<file path="src/rtl/fetch_pkg.sv">
// Shared types and constants for the prefetching instruction-fetch front end.
package fetch_pkg;

  localparam int unsigned FETCH_XLEN = 32;
  localparam int unsigned FETCH_ILEN = 32;
  localparam logic [FETCH_ILEN-1:0] NOP = 32'h0000_0013;

  typedef enum logic {
    RUN  = 1'b0,
    TRAP = 1'b1
  } fetch_state_e;

  typedef struct packed {
    logic [FETCH_XLEN-1:0] pc;
    logic [FETCH_ILEN-1:0] insn;
    logic                  misalign;
  } fetch_entry_t;

endpackage

</file>
<file path="src/rtl/fetch_fifo.sv">
// Generic synchronous FIFO with flush; head is zero while empty.
module fetch_fifo #(
  parameter int unsigned WIDTH = 8,
  parameter int unsigned DEPTH = 4
) (
  input  logic                       clk_i,
  input  logic                       rst_i,
  input  logic                       flush_i,
  input  logic                       push_i,
  input  logic [WIDTH-1:0]           data_i,
  input  logic                       pop_i,
  output logic [WIDTH-1:0]           head_o,
  output logic                       valid_o,
  output logic [$clog2(DEPTH+1)-1:0] count_o
);

  localparam int unsigned PW = $clog2(DEPTH);
  localparam int unsigned CW = $clog2(DEPTH+1);

  logic [WIDTH-1:0] mem_q [DEPTH];
  logic [PW-1:0]    wr_ptr_q, wr_ptr_d;
  logic [PW-1:0]    rd_ptr_q, rd_ptr_d;
  logic [CW-1:0]    count_q, count_d;
  logic             do_push, do_pop;

  assign do_push = push_i & ~flush_i;
  assign do_pop  = pop_i & ~flush_i & (count_q != '0);

  always_comb begin
    wr_ptr_d = wr_ptr_q;
    rd_ptr_d = rd_ptr_q;
    count_d  = count_q;
    if (flush_i) begin
      wr_ptr_d = '0;
      rd_ptr_d = '0;
      count_d  = '0;
    end else begin
      if (do_push) wr_ptr_d = wr_ptr_q + PW'(1);
      if (do_pop)  rd_ptr_d = rd_ptr_q + PW'(1);
      count_d = count_q + CW'(do_push) - CW'(do_pop);
    end
  end

  always_ff @(posedge clk_i or posedge rst_i) begin
    if (rst_i) begin
      wr_ptr_q <= '0;
      rd_ptr_q <= '0;
      count_q  <= '0;
    end else begin
      wr_ptr_q <= wr_ptr_d;
      rd_ptr_q <= rd_ptr_d;
      count_q  <= count_d;
    end
  end

  // Storage needs no reset: head is masked by valid.
  always_ff @(posedge clk_i) begin
    if (do_push) mem_q[wr_ptr_q] <= data_i;
  end

  always @(posedge clk_i) begin
    if (!rst_i) assert (!(do_push && !do_pop && count_q == CW'(DEPTH)));
  end

  assign valid_o = (count_q != '0);
  assign head_o  = valid_o ? mem_q[rd_ptr_q] : '0;
  assign count_o = count_q;

endmodule

</file>
<file path="src/rtl/fetch_prefetch.sv">
// Instruction-fetch front end: sequential PC generation, pipelined one-cycle
// imem requests, prefetch queue, redirect flush and misaligned-target trap.
module fetch_prefetch
  import fetch_pkg::*;
#(
  parameter int unsigned     XLEN     = FETCH_XLEN,
  parameter int unsigned     ILEN     = FETCH_ILEN,
  parameter int unsigned     DEPTH    = 4,
  parameter logic [XLEN-1:0] RESET_PC = '0
) (
  input  logic                       i_clk,
  input  logic                       i_rst,
  input  logic                       i_redirect,
  input  logic [XLEN-1:0]            i_redirect_pc,
  output logic                       o_imem_req,
  output logic [XLEN-1:0]            o_imem_addr,
  input  logic [ILEN-1:0]            i_imem_rdata,
  output logic                       o_valid,
  input  logic                       i_ready,
  output logic [XLEN-1:0]            o_pc,
  output logic [ILEN-1:0]            o_insn,
  output logic                       o_misalign,
  output logic [$clog2(DEPTH+1)-1:0] o_count
);

  localparam int unsigned CW = $clog2(DEPTH+1);
  localparam int unsigned OW = CW + 1;

  fetch_state_e    state_q, state_d;
  logic [XLEN-1:0] fetch_pc_q, fetch_pc_d;
  logic [XLEN-1:0] inflight_pc_q, inflight_pc_d;
  logic [XLEN-1:0] trap_pc_q, trap_pc_d;
  logic            inflight_q, inflight_d;
  logic            trap_q, trap_d;

  logic            redirect_c, misalign_c, deq_c, room_c, push_c;
  logic [OW-1:0]   occ_c;
  fetch_entry_t    push_entry, head_entry;

  // Redirect is ignored while reset is held.
  assign redirect_c = i_redirect & ~i_rst;
  assign misalign_c = |i_redirect_pc[1:0];
  assign deq_c      = o_valid & i_ready;
  assign occ_c      = OW'(o_count) + OW'(inflight_q) - OW'(deq_c);
  assign room_c     = occ_c < OW'(DEPTH);

  always_ff @(posedge i_clk or posedge i_rst) begin
    if (i_rst) state_q <= RUN;
    else       state_q <= state_d;
  end

  always_comb begin
    state_d = state_q;
    if (redirect_c) state_d = misalign_c ? TRAP : RUN;
  end

  // Aligned redirect bypasses its target straight onto the request port.
  always_comb begin
    o_imem_req  = 1'b0;
    o_imem_addr = fetch_pc_q;
    if (i_rst) begin
      o_imem_addr = '0;
    end else if (redirect_c) begin
      o_imem_addr = i_redirect_pc;
      o_imem_req  = ~misalign_c;
    end else if (state_q == RUN) begin
      o_imem_req = room_c;
    end
  end

  always_comb begin
    fetch_pc_d    = fetch_pc_q;
    inflight_pc_d = inflight_pc_q;
    trap_pc_d     = trap_pc_q;
    inflight_d    = o_imem_req;
    trap_d        = redirect_c & misalign_c;
    if (redirect_c && !misalign_c) fetch_pc_d = i_redirect_pc + XLEN'(4);
    else if (o_imem_req)           fetch_pc_d = fetch_pc_q + XLEN'(4);
    if (o_imem_req) inflight_pc_d = o_imem_addr;
    if (trap_d)     trap_pc_d     = i_redirect_pc;
  end

  always_ff @(posedge i_clk or posedge i_rst) begin
    if (i_rst) begin
      fetch_pc_q    <= RESET_PC;
      inflight_pc_q <= '0;
      trap_pc_q     <= '0;
      inflight_q    <= 1'b0;
      trap_q        <= 1'b0;
    end else begin
      fetch_pc_q    <= fetch_pc_d;
      inflight_pc_q <= inflight_pc_d;
      trap_pc_q     <= trap_pc_d;
      inflight_q    <= inflight_d;
      trap_q        <= trap_d;
    end
  end

  // A redirect in the response cycle kills the pending response or trap entry.
  always_comb begin
    push_c     = (inflight_q | trap_q) & ~redirect_c;
    push_entry = '0;
    if (trap_q) begin
      push_entry.pc       = FETCH_XLEN'(trap_pc_q);
      push_entry.insn     = NOP;
      push_entry.misalign = 1'b1;
    end else begin
      push_entry.pc       = FETCH_XLEN'(inflight_pc_q);
      push_entry.insn     = FETCH_ILEN'(i_imem_rdata);
      push_entry.misalign = 1'b0;
    end
  end

  fetch_fifo #(
    .WIDTH($bits(fetch_entry_t)),
    .DEPTH(DEPTH)
  ) u_fifo (
    .clk_i  (i_clk),
    .rst_i  (i_rst),
    .flush_i(redirect_c),
    .push_i (push_c),
    .data_i (push_entry),
    .pop_i  (deq_c),
    .head_o (head_entry),
    .valid_o(o_valid),
    .count_o(o_count)
  );

  assign o_pc       = XLEN'(head_entry.pc);
  assign o_insn     = ILEN'(head_entry.insn);
  assign o_misalign = head_entry.misalign;

endmodule
</file>
<file path="config.mk">
export PLATFORM = sky130hd
export DESIGN_NAME = fetch_prefetch
export DESIGN_NICKNAME = d
export VERILOG_FILES = /design/src/rtl/fetch_pkg.sv /design/src/rtl/fetch_fifo.sv /design/src/rtl/fetch_prefetch.sv
export SDC_FILE = /design/constraint.sdc
export NUM_CORES = 1
export LEC_CHECK = 0
export CAP_MARGIN = 20
export CORE_AREA = 2 2 238 182
export DETAILED_ROUTE_END_ITERATION = 8
export DIE_AREA = 0 0 240 184
export SYNTH_ARGS = -nofsm -noshare
export SYNTH_HDL_FRONTEND = slang
export SYNTH_SLANG_ARGS = --single-unit
</file>
<file path="constraint.sdc">
create_clock -name i_clk -period 4.23 [get_ports i_clk]
set_clock_uncertainty 0.15 [all_clocks]
set_input_delay 0.423 -clock i_clk [delete_from_list [all_inputs] [get_ports i_clk]]
set_output_delay 0.423 -clock i_clk [all_outputs]
set_load 0.01 [all_outputs]
</file>
== Word level (Yosys, flattened, before mapping) ==
Memory sizes are Yosys's and may differ from the RTL's.
Index checks and enable logic that the tools add are counted.

* Logic and storage cells: 54
* Memory bits (read-only): 0
* Memories: 1
* Bits in writable memories: 260
* Bits in registers: 106
* Latch bits: 0

* Multiplexer cells: 17
* Bitwise operators: 11
* Equal/unequal tests: 0
* Divide/modulo/power cells: 0
* Shift-type cells: 0
* Add/subtract/negate cells: 8
* $mul: 0
* $lt $le $gt $ge: 1
* Reductions and logical operators: 7

{| class="wikitable"
|+ Memories
! memory !! depth !! bits a word !! read ports !! clocked after memory_dff !! write ports !! RTL line !! RTL
|-
| u_fifo.mem_q || 4 || 65 || 1 || 0 || 1 || fetch_fifo.sv:20 || <nowiki>logic [WIDTH-1:0] mem_q [DEPTH];</nowiki>
|}

{| class="wikitable"
|+ Operators with widths
! kind !! count
|-
| $mux 65 || 2
|-
| $mux 32 || 4
|-
| $add 32x3->32 const B || 2
|-
| $mux 2 || 4
|-
| $and 1x1->1 || 7
|-
| $mux 1 || 6
|-
| $reduce_bool 2->1 || 3
|-
| $add 2x1->2 const B || 2
|-
| $add 3x1->4 || 1
|-
| $lt 4x3->1 const B || 1
|-
| $sub 4x1->4 || 1
|-
| $add 3x1->3 || 1
|-
| $mux 3 || 1
|-
| $not 1->1 || 3
|-
| $reduce_bool 3->1 || 1
|-
| $sub 3x1->3 || 1
|-
| $reduce_or 2->1 || 1
|-
| $logic_and 1x1->1 || 1
|-
| $logic_not 1->1 || 1
|-
| $or 1x1->1 || 1
|}

== Longest topological paths before layout ==
* Word-level depth: 9
* Depth in mapped cells: 17
* Mapped depth without buffers: 13

== Cells and area by module ==
Synthesis repeated with hierarchy kept, for this count alone.

* Cell total of the unflattened synthesis: 1118
* Area, all modules: 16612.2 µm²

{| class="wikitable"
|+ By module, submodules not included
! module !! sequential area each (µm²) !! times used !! area an instance (µm²) !! cells each
|-
| fetch_fifo || 7982.7 || 1 || 10297.4 || 456
|-
| fetch_prefetch || 2477.4 || 1 || 6314.8 || 662
|}

== Worst setup path after synthesis ==
OpenSTA, ideal clock, no wires.

* Kind: input to register
* From: input port i_rst
* To: register fetch_pc_q[30]
* Buffers on the path: 6
* Setup time: 0.145 ns
* Stages on the path: 16
* Setup slack: 0.023 ns
* Required time: 3.935 ns
* Arrival: 3.912 ns
* Cell sequence: clkbuf_1 > nor4b_2 > buf_2 > buf_2 > buf_1 > nand2_1 > nand2_1 > ha_1 > clkbuf_1 > nand4_1 > nor4_1 > o22ai_1 > buf_2 > a2111oi_2 > xnor2_1 > o211ai_1

* Cells in the longest elaborated chain, start to end: 5

{| class="wikitable"
|+ RTL lines
! what !! RTL line !! RTL
|-
| start: declaration || fetch_prefetch.sv:12 || <nowiki>input logic i_rst,</nowiki>
|-
| $not 1->1 || fetch_prefetch.sv:41 || <nowiki>assign redirect_c = i_redirect & ~i_rst;</nowiki>
|-
| $and 1x1->1 || fetch_prefetch.sv:41 ||
|-
| $mux 1 || fetch_prefetch.sv:63 || <nowiki>end else if (redirect_c) begin</nowiki>
|-
| $mux 1 || fetch_prefetch.sv:61 || <nowiki>if (i_rst) begin</nowiki>
|-
| $reduce_bool 2->1 (no line) || n/a ||
|-
| end signal: assignment || fetch_prefetch.sv:91 || <nowiki>fetch_pc_q <= fetch_pc_d;</nowiki>
|-
| end: declaration || fetch_prefetch.sv:30 || <nowiki>logic [XLEN-1:0] fetch_pc_q, fetch_pc_d;</nowiki>
|}

Parallel ways exist; a longest one is shown, timed or not.
A chain may end at the register's enable or synchronous reset.

== Worst setup path in the final report ==
* From: register u_fifo.count_q[2], in the netlist u_fifo.count_o[2]
* To: output port o_imem_req

* Cells in the longest elaborated chain, start to end: 7

{| class="wikitable"
|+ RTL lines
! what !! RTL line !! RTL
|-
| start: declaration || fetch_fifo.sv:23 || <nowiki>logic [CW-1:0] count_q, count_d;</nowiki>
|-
| start signal: assignment || fetch_fifo.sv:52 || <nowiki>count_q <= count_d;</nowiki>
|-
| branches (longest 2 deep; another with $add 3x1->4) || n/a ||
|-
| $sub 4x1->4 (*) || fetch_prefetch.sv:44 || <nowiki>assign occ_c = OW'(o_count) + OW'(inflight_q) - OW'(deq_c);</nowiki>
|-
| $lt 4x3->1 (*) || fetch_prefetch.sv:45 || <nowiki>assign room_c = occ_c < OW'(DEPTH);</nowiki>
|-
| $mux 1 (*) || fetch_prefetch.sv:66 || <nowiki>end else if (state_q == RUN) begin</nowiki>
|-
| $mux 1 (*) || fetch_prefetch.sv:63 ||
|-
| $mux 1 (*) || fetch_prefetch.sv:61 ||
|-
| end: declaration || fetch_prefetch.sv:15 || <nowiki>output logic o_imem_req,</nowiki>
|}

Mark *: on every way between the ends.

==> metrics.md <==
| Metric | Value |
|---|---|
| Status | `finished clean` |
| EDFF count, synth | `260` |
| Clock Latency Late Sink | `0.54 ns` |
| Worst Setup End Kind | `output pin` |
| Core box area | `41600 um2` |
| Number of global-route vias before repair | `between 10000 and 15000` |
| Cts repair resizes | `0` |
| Reg-to-Reg Start | `u_fifo.count_o[2]` |
| IO Count | `170` |
| Worst reg-to-reg path cell count | `12` |
| Final Util | `48.4%` |
| Worst hold start | `i_rst` |
| Final worst path period share | `90.8%` |
| CTS clk-pin slew, worst paths | `0.06 ns` |
| Cells after synthesis | `1157` |
| CTS Buf Count | `38` |
| Setup WS post-layout | `approximately 0.4 ns` |
| Final hold slack | `0.263 ns` |
| Critical path peak fanout | `5` |
| Most common cell after layout, fill and taps aside | `edfxtp_1` |
| WL final | `around 40000 um` |
| DIE WIDTH | `240 um` |
| Max Cap Violations | `0` |
| CP arrival | `3.27 ns` |
| Setup CP Type | `flop to output pin` |
| Critical Path Start | `u_fifo.count_o[2]` |
| Pwr/cell area | `614 nW/um2` |
| Routed Antenna Nets | `0` |
| Initial Util | `39.8%` |
| CTS max path bufs | `3` |
| Slew margin rel. | `30.5%` |
| Clock period minus worst slack | `3.84 ns` |
| Pre-CTS setup slack | `0.261 ns` |
| Global route overflow | `0` |
| Leak pwr | `between 0.007 and 0.008 uW` |
| CTS tree | `built` |
| Routed WL per cell | `around 21 um` |
| Worst path required time | `3.66 ns` |
| Commonest non-fill, non-tap cells in the layout | `edfxtp_1 (260), clkdlybuf4s50_1 (167), nand2_1 (113)` |
| Clock Sinks | `about 370` |
| Synthesized area | `around 17000 um2` |
| Critical path startpoint category | `flop` |
| Worst vdd ir | `roughly 0.43 mV` |
| First-pass GRT wire length | `61800 um` |
| Hold Vio Cnt, Final | `0` |
| GRT Total Usage | `18.1%` |
| Drt first pass iters | `7` |
| Antenna diodes | `0` |
| Worst Tran Pin Value | `1.04 ns` |
| Post-placement cell count | `1842` |
| Synth Flop Type | `edfxtp_1` |
| Row cnt | `65` |
| Share of cells above drive strength 1 | `18.2%` |
| Endpoints failing setup | `0` |
| P&R area growth vs syn | `21.7%` |
| Via count | `10200` |
| Area of the die | `around 44000 um2` |
| Clock H-tree levels | `2` |
| Die H | `184 um` |
| Clk Tree Root Cell | `clkbuf_16` |
| Setup bufs post-CTS | `0` |
| HP Class | `primary input to flop` |
| Initial antenna violation count | `0` |
| DP HPWL | `25600 um` |
| Sequential-to-total area share from yosys stat | `a little over three fifths` |
| Final Wtd Congestion | `0.838` |
| Layout Cells excl Fill | `1904` |
| R2r setup slk | `0.85 ns` |
| Synth unique cells | `62` |
| Drt first-iter violations | `737` |
| #FFs+latches synth | `366` |
| Vias per cell | `5.35` |
| Synth Net Count | `1236` |
| Synth warn | `0` |
| Pin count of the biggest net entering global routing | `68` |
| Detailed-route DRC error count | `0` |
| Worst R2R End | `fetch_pc_q[27]` |
| Final max-slew violation count | `0` |
| Port Buf Inserts | `169` |
| Crit path to | `o_imem_req` |
| Avg Synthesized Cell Area | `14.3 um2` |
| Post-synthesis async set-or-reset flop share | `~29%` |
| Hold Buf Count CTS | `0` |
| RSZ-0062 raised after global routing | `false` |
| FMAX | `260 MHz` |
| NumNets Final | `1392` |
| Final setup TNS | `0 ns` |
==> Yosys cell counts (5+ instances only) <==
| cell | n | area, um2 |
|---|---|---|
| edfxtp_1 | 260 | 7810 |
| a211oi_1 | 28 | 210 |
| nand3_1 | 21 | 105 |
| mux4_2 | 65 | 1460 |
| buf_2 | 7 | 35.0 |
| inv_1 | 14 | 52.6 |
| o21ai_0 | 6 | 30.0 |
| ha_1 | 10 | 125 |
| xor2_1 | 13 | 114 |
| xnor2_1 | 21 | 184 |
| a22oi_1 | 20 | 150 |
| mux2_2 | 64 | 721 |
| nor4_1 | 10 | 62.6 |
| and2_1 | 75 | 469 |
| nor3_1 | 16 | 80.1 |
| a311oi_1 | 6 | 52.6 |
| mux2i_1 | 42 | 420 |
| buf_1 | 12 | 45.0 |
| and3_1 | 11 | 68.8 |
| a31oi_1 | 5 | 31.3 |
| dfrtp_1 | 106 | 2650 |
| clkbuf_1 | 61 | 229 |
| nand2_1 | 113 | 424 |
| nand4_1 | 16 | 100 |
| nor2b_1 | 34 | 213 |
| nor2_1 | 73 | 274 |
==> state kept, by name, indices dropped and copies added, names as in the netlist <==
| name | flops |
|---|---|
| trap_pc_q | 32 |
| state_q | 1 |
| u_fifo.count_o | 3 |
| fetch_pc_q | 32 |
| trap_q | 1 |
| u_fifo.wr_ptr_q | 2 |
| inflight_q | 1 |
| u_fifo.rd_ptr_q | 2 |
| inflight_pc_q | 32 |
| u_fifo.mem_q | 260 |
==> critical path: stages (launching register included) <==
cell	delay [ns]
dfrtp_1	0.42
inv_1	0.09
nand3_2	0.08
and2_1	0.19
ha_1	0.16
inv_1	0.04
ha_1	0.26
nand3b_1	0.10
a211o_1	0.38
a21boi_4	0.17
nor2_2	0.05
inv_1	0.21
clkdlybuf4s50_1	0.59
==> per-layer routing <==
metal / up-vias / routed length (um) / global-route usage (%)
li1: 4648 / - / -
met1: 5215 / 18200 / 26.1
met2: 268 / 18700 / 28.9
met3: 54 / 2210 / 3.30
met4: 0 / 621 / 3.83
met5: - / 0 / 0
==> metrics by stage <==
| step | total power, uW | cell area, um2 |
|---|---|---|
| floorplan | 7330 | 16600 |
| global placement | 9270 | 19000 |
| detailed placement | 9320 | 19000 |
| CTS | 12600 | 20200 |
| global route | 13100 | 20200 |
| finish | 12400 | 20200 |
==> power by group <==
group	total (uW)	switching, uW	internal [uW]
Combinational	4090	1910	2180
Sequential	5070	483	4590
Clock	3220	1350	1870
==> worst min path at each step <==
stage / cells past startpoint / endpoint / slack, ns
after floorplan: 2 / inflight_pc_q[0] / 0.28
after global placement: 2 / inflight_pc_q[12] / 0.30
after detailed placement: 2 / inflight_pc_q[0] / 0.30
after CTS: 4 / inflight_pc_q[6] / 0.24
after global routing: 4 / inflight_pc_q[1] / 0.28
final: 4 / inflight_pc_q[1] / 0.26
==> cell families after synthesis <==
| logic type | Yosys count | synth area share (%) |
|---|---|---|
| AOI/OAI and AO/OA | 93 | 4.34 |
| xor gates and xnor gates | 34 | 1.80 |
| adders and majority gates | 11 | 0.876 |
| buffers and inverters | 95 | 2.23 |
| DFF | 366 | 63.2 |
| muxes | 171 | 15.7 |
| and+or+nand+nor | 387 | 11.9 |
==> area by class of cell <==
| type | instances | area (um2) |
|---|---|---|
| inverter | 14 | 55.1 |
| timing repair buffer | 197 | 1970 |
| fill | 3703 | 21500 |
| sequential | 366 | 10500 |
| multi-input combinational | 696 | 5770 |
| clock buffer | 47 | 1050 |
| clock inverter | 15 | 135 |
| tap | 569 | 712 |
(Power assumes the default switching activity.)
==> patch 1 (same flow settings) <==
`FETCH_XLEN`: 32 -> 64.
--- a/src/rtl/fetch_pkg.sv
+++ b/src/rtl/fetch_pkg.sv
@@ -2,5 +2,5 @@
 package fetch_pkg;
 
-  localparam int unsigned FETCH_XLEN = 32;
+  localparam int unsigned FETCH_XLEN = 64;
   localparam int unsigned FETCH_ILEN = 32;
   localparam logic [FETCH_ILEN-1:0] NOP = 32'h0000_0013;
Ports: changed (resized i_redirect_pc, o_imem_addr and o_pc); port bits go from 170 to 266. No check against the original RTL was run, so the function may have changed too.
==> patch 1 against the unedited design <==
- wire length grew 75%
- global-route usage grew 14 points
- sequential cell count grew 224
- die area is the same
- sequential power grew 62%
- synthesized area grew 65%
- register-to-register slack lost 0.12 ns
- power grew 59%
- design area grew 63%
- worst setup slack lost 0.21 ns
- synthesized cell count grew 73%
- critical endpoint unchanged
- largest cell class unchanged
- highest routed layer is now met5
==> patch 1: results (changes against the unedited design) <==
stage,metric,value,unit,change
layout,final_layout_size_suffix_gt1_frac,0.183,,+0.00102
clocking,clock_latency,0.59,ns,+0.05 ns
route,drt-pass1-iter-count,5,,-2
placed_design,placed_cells,2779,,+51%
setup_path,rrSetupSlack,0.73,ns,-0.12 ns
global_routing,grt_pass1_wl,107,mm,+73%
route,vias,18300,,+79%
setup_path,worst_r2r_endpoint,inflight_pc_q[25],,
yosys,synth_mux_area_frac,0.170,,+0.0124
setup_path,cp_max_fo,4,,-1
placed_design,gp_congestion,0.932,,+11%
yosys,syn_nets,2112,,+71%
route,routed_wl,69.7,mm,+75%
sta,whs,0.195,ns,-0.0682 ns
worst_hold_path,min_path_cells,3,,-1
clocking,cts-buffers-inserted,54,,+42%
yosys,synth-edff-count,388,,+49%
global_routing,track_usage,0.318,,+0.137
clocking,cts_post_setup_buffers_inserted,0,,unchanged
yosys,synth_cell_types,65,,+4.8%
placed_design,dpl.hpwl,46.3,mm,+81%
power_and_ir_drop,p_leak,11.6,nW,+62%
placed_design,portBuffers,265,,+57%
global_routing,grt_max_degree,99,,+46%
yosys,synth_top_cells_by_count,"388 x edfxtp_1, 203 x nor2_1, 202 x dfrtp_1, 132 x mux2_2, 107 x and2_1",,
sta,finalWorstSetupSlack,0.179,ns,-0.210 ns
placed_design,pre_cts_ws,0.210,ns,-0.0509 ns
route,drt-initial-drc-count,1844,,+150%
setup_path,cp.arrival,3.48,ns,+0.21 ns
yosys,async_flop_share,0.342,,+0.0528
layout,fin_cells,2883,,+51%
power_and_ir_drop,ir_worst_vdd,497,µV,+15%
worst_hold_path,hold_end,fetch_pc_q[7],,
layout,finalNetCount,2378,,+71%
yosys,synth_ff_type,edfxtp_1,,
yosys,synth-adder-area-share,0.00576,,-0.00300
global_routing,antenna_found_initial,3,,+3
yosys,synth_compound_area_frac,0.0357,,-0.00777
clocking,path_clk_slew,0.07,ns,
setup_path,crit_path_end,o_imem_req,,
yosys,seq_area_frac_synth,0.611,,-0.0210
run_status,status,finished clean,,
setup_path,worstRegToRegCells,15,,+3
yosys,synthTopCellsByArea,"edfxtp_1 43%, dfrtp_1 18%, mux4_2 8.0%",,
sta,max_slew.worst_pin.slew,1.01,ns,-0.0313 ns
setup_path,startpoint_type,flop,,
placed_design,place_area,0.0310,mm²,+64%
global_routing,first_global_vias,18400,,+76%
layout,top_register,u_fifo.mem_q,,
yosys,yosys_warnings,0,,unchanged
layout,largest_reg_flops,388,,+49%
power_and_ir_drop,switching_share,0.302,,about the same
setup_path,r2r-start,u_fifo.count_o[1],,
yosys,synth_xor_area_frac,0.0371,,+0.0192
yosys,syn-instance-count,2000,,+73%
==> patch 1: cell count changes after synthesis, sizes merged, moves of 25 or more <==
| cell | before | now |
|---|---|---|
| edfxtp | 260 | 388 |
| a211oi | 30 | 5 |
| mux2 | 64 | 132 |
| a21oi | 5 | 94 |
| and2 | 75 | 108 |
| xor2 | 13 | 61 |
| mux4 | 65 | 97 |
| nor2 | 74 | 204 |
| xnor2 | 21 | 55 |
| nand4 | 16 | 44 |
| dfrtp | 106 | 202 |
| mux2i | 42 | 97 |
| nand3 | 21 | 56 |
| clkbuf | 61 | 87 |
==> patch 1: critical path, cell delays in order (launching register included) <==
cell	delay (ns)
dfrtp_1	0.46
inv_1	0.14
nand3_4	0.10
and2_1	0.21
ha_1	0.18
inv_1	0.05
ha_1	0.28
nand3b_1	0.18
a2111oi_2	0.34
buf_4	0.18
a31oi_4	0.05
nand2_4	0.17
clkdlybuf4s50_1	0.55
==> patch 1: layout make-up <==
| class | count | area, µm² |
|---|---|---|
| tap | 569 | 712 |
| fill | 2445 | 8810 |
| multi-input combinational | 1266 | 10100 |
| clock buffer | 73 | 1500 |
| inverter | 16 | 63.8 |
| timing repair buffer | 338 | 3410 |
| clock inverter | 28 | 270 |
| sequential | 590 | 16700 |
| antenna | 3 | 7.51 |
==> patch 1: power by group through the flow <==
stage / Combinational (mW) / Sequential, mW / Clock (mW)
final: 6.59 / 8.20 / 4.89
after global placement: 6.38 / 8.22 / 0
after global routing: 7.07 / 8.29 / 5.18
after detailed placement: 6.54 / 8.28 / 0
after floorplan: 3.86 / 7.91 / 0
after CTS: 6.63 / 8.18 / 4.95
==> patch 1: metal layers <==
layer,up-vias,track usage,wire length [µm]
li1,7942,-,-
met1,9303,0.468,28800
met2,917,0.498,33000
met3,106,0.0521,6190
met4,2,0.0922,1640
met5,-,0,11
==> patch 2 (config.mk and constraints unchanged) <==
Made on the original files. Make the reset (`i_rst` and `rst_i`) synchronous in 3 clocked blocks.
--- a/src/rtl/fetch_fifo.sv
+++ b/src/rtl/fetch_fifo.sv
@@ -42,5 +42,5 @@
   end
 
-  always_ff @(posedge clk_i or posedge rst_i) begin
+  always_ff @(posedge clk_i) begin
     if (rst_i) begin
       wr_ptr_q <= '0;
--- a/src/rtl/fetch_prefetch.sv
+++ b/src/rtl/fetch_prefetch.sv
@@ -45,5 +45,5 @@
   assign room_c     = occ_c < OW'(DEPTH);
 
-  always_ff @(posedge i_clk or posedge i_rst) begin
+  always_ff @(posedge i_clk) begin
     if (i_rst) state_q <= RUN;
     else       state_q <= state_d;
@@ -81,5 +81,5 @@
   end
 
-  always_ff @(posedge i_clk or posedge i_rst) begin
+  always_ff @(posedge i_clk) begin
     if (i_rst) begin
       fetch_pc_q    <= RESET_PC;
Function: differs if i_rst is asserted again (counterexample within 4 cycles, from zero or initial values and one cycle with i_rst high); with i_rst held inactive, the same outputs for 4 cycles.
==> patch 2 against the unedited design <==
- global-route usage about the same
- synthesized area decreased by 3.6%
- sequential cell count increased by 2
- final cell count increased by 3.2%
- design area shrank 3.3%
- wire length fell by 0.93%
- worst setup slack got worse by 0.16 ns
- critical path type unchanged
- critical endpoint unchanged
- highest routed layer unchanged
Power is not compared: it rests on default switching activity, and its combinational part moved more than twofold at a synthesized area within 25%.
==> patch 2: results (changes against the unedited design) <==
stage,metric,value,unit,change
global_routing,grtUsageMet3,0.0279,,-0.00511
placed_design,pre_cts_ws,0.670,ns,+0.409 ns
yosys,synth_top_cells_by_count,"260 x edfxtp_1, 166 x nand2_1, 108 x dfxtp_1, 81 x a21oi_1, 76 x and2_1",,
global_routing,grt_pass1_wl,61.6,mm,-0.41%
sta,max_slew_margin,0.331,,+0.0266
placed_design,dpl.hpwl,24.7,mm,-3.5%
route,vias,10300,,+1.4%
setup_path,crit_slowest_cell,or3_2,,
yosys,synth_cell_types,52,,-16%
clocking,cts-buffers-inserted,39,,+2.6%
layout,nFillCells,3775,,+1.9%
yosys,synth_mux_area_frac,0.136,,-0.0217
setup_path,slowest_delay,0.50,ns,-0.09 ns
global_routing,use_met1,0.259,,-0.00208
route,drt-pass1-iter-count,5,,-2
placed_design,place_area,0.0183,mm²,-3.3%
yosys,synthTopCellsByArea,"edfxtp_1 49%, dfxtp_1 14%, mux4_2 9.2%",,
run_status,status,finished clean,,
placed_design,gp_congestion,0.885,,+5.7%
yosys,seq_area_frac_synth,0.624,,-0.00726
setup_path,cp_max_fo,4,,-1
global_routing,track_usage,0.181,,-0.000363
setup_path,crit_family,simple AND/OR/NAND/NOR gates,,
yosys,async_flop_share,0,,-0.290
yosys,synth_compound_area_frac,0.0516,,+0.00819
layout,final_layout_size_suffix_gt1_frac,0.138,,-0.0437
setup_path,cp-startpoint,u_fifo.count_o[1],,
layout,finalNetCount,1447,,+4.0%
route,wl_per_cell,20.0,µm,-4.0%
setup_path,r2r-start,u_fifo.count_o[1],,
global_routing,grt_max_degree,70,,+2.9%
global_routing,grt_use_met2,0.290,,+0.00104
placed_design,placed_cells,1896,,+2.9%
[patch 2: layout make-up]
cell class / count / area, µm² / area share
clock inverters: 20 / 129 / 0.00661
multi-input cells: 750 / 5670 / 0.291
inverters: 15 / 56.3 / 0.00289
well taps: 569 / 712 / 0.0365
clock buffers: 48 / 1020 / 0.0523
repair buffers: 194 / 1930 / 0.0992
flip-flops and latches: 368 / 9980 / 0.512
[patch 2: where the power goes]
group          switching [mW]  internal (mW)
sequential             0.0509           3.98
clock                    1.39           1.77
combinational           0.457          0.391
total                    1.89           6.14
[patch 2: path summary, 6_finish.rpt]
check / depth (start not counted) / endpoint / slack (ns)
min reg2reg: 2 / state_q / 0.30
min: 2 / fetch_pc_q[11] / 0.24
max: 11 / o_imem_req / 0.23
max reg2reg: 13 / inflight_pc_q[2] / 1.01
[patch 2: per-layer routing]
layer / part of all wire / wire (µm)
met1: 0.46 / 18300
met2: 0.47 / 18400
met3: 0.048 / 1900
met4: 0.019 / 755
met5: 0 / 0
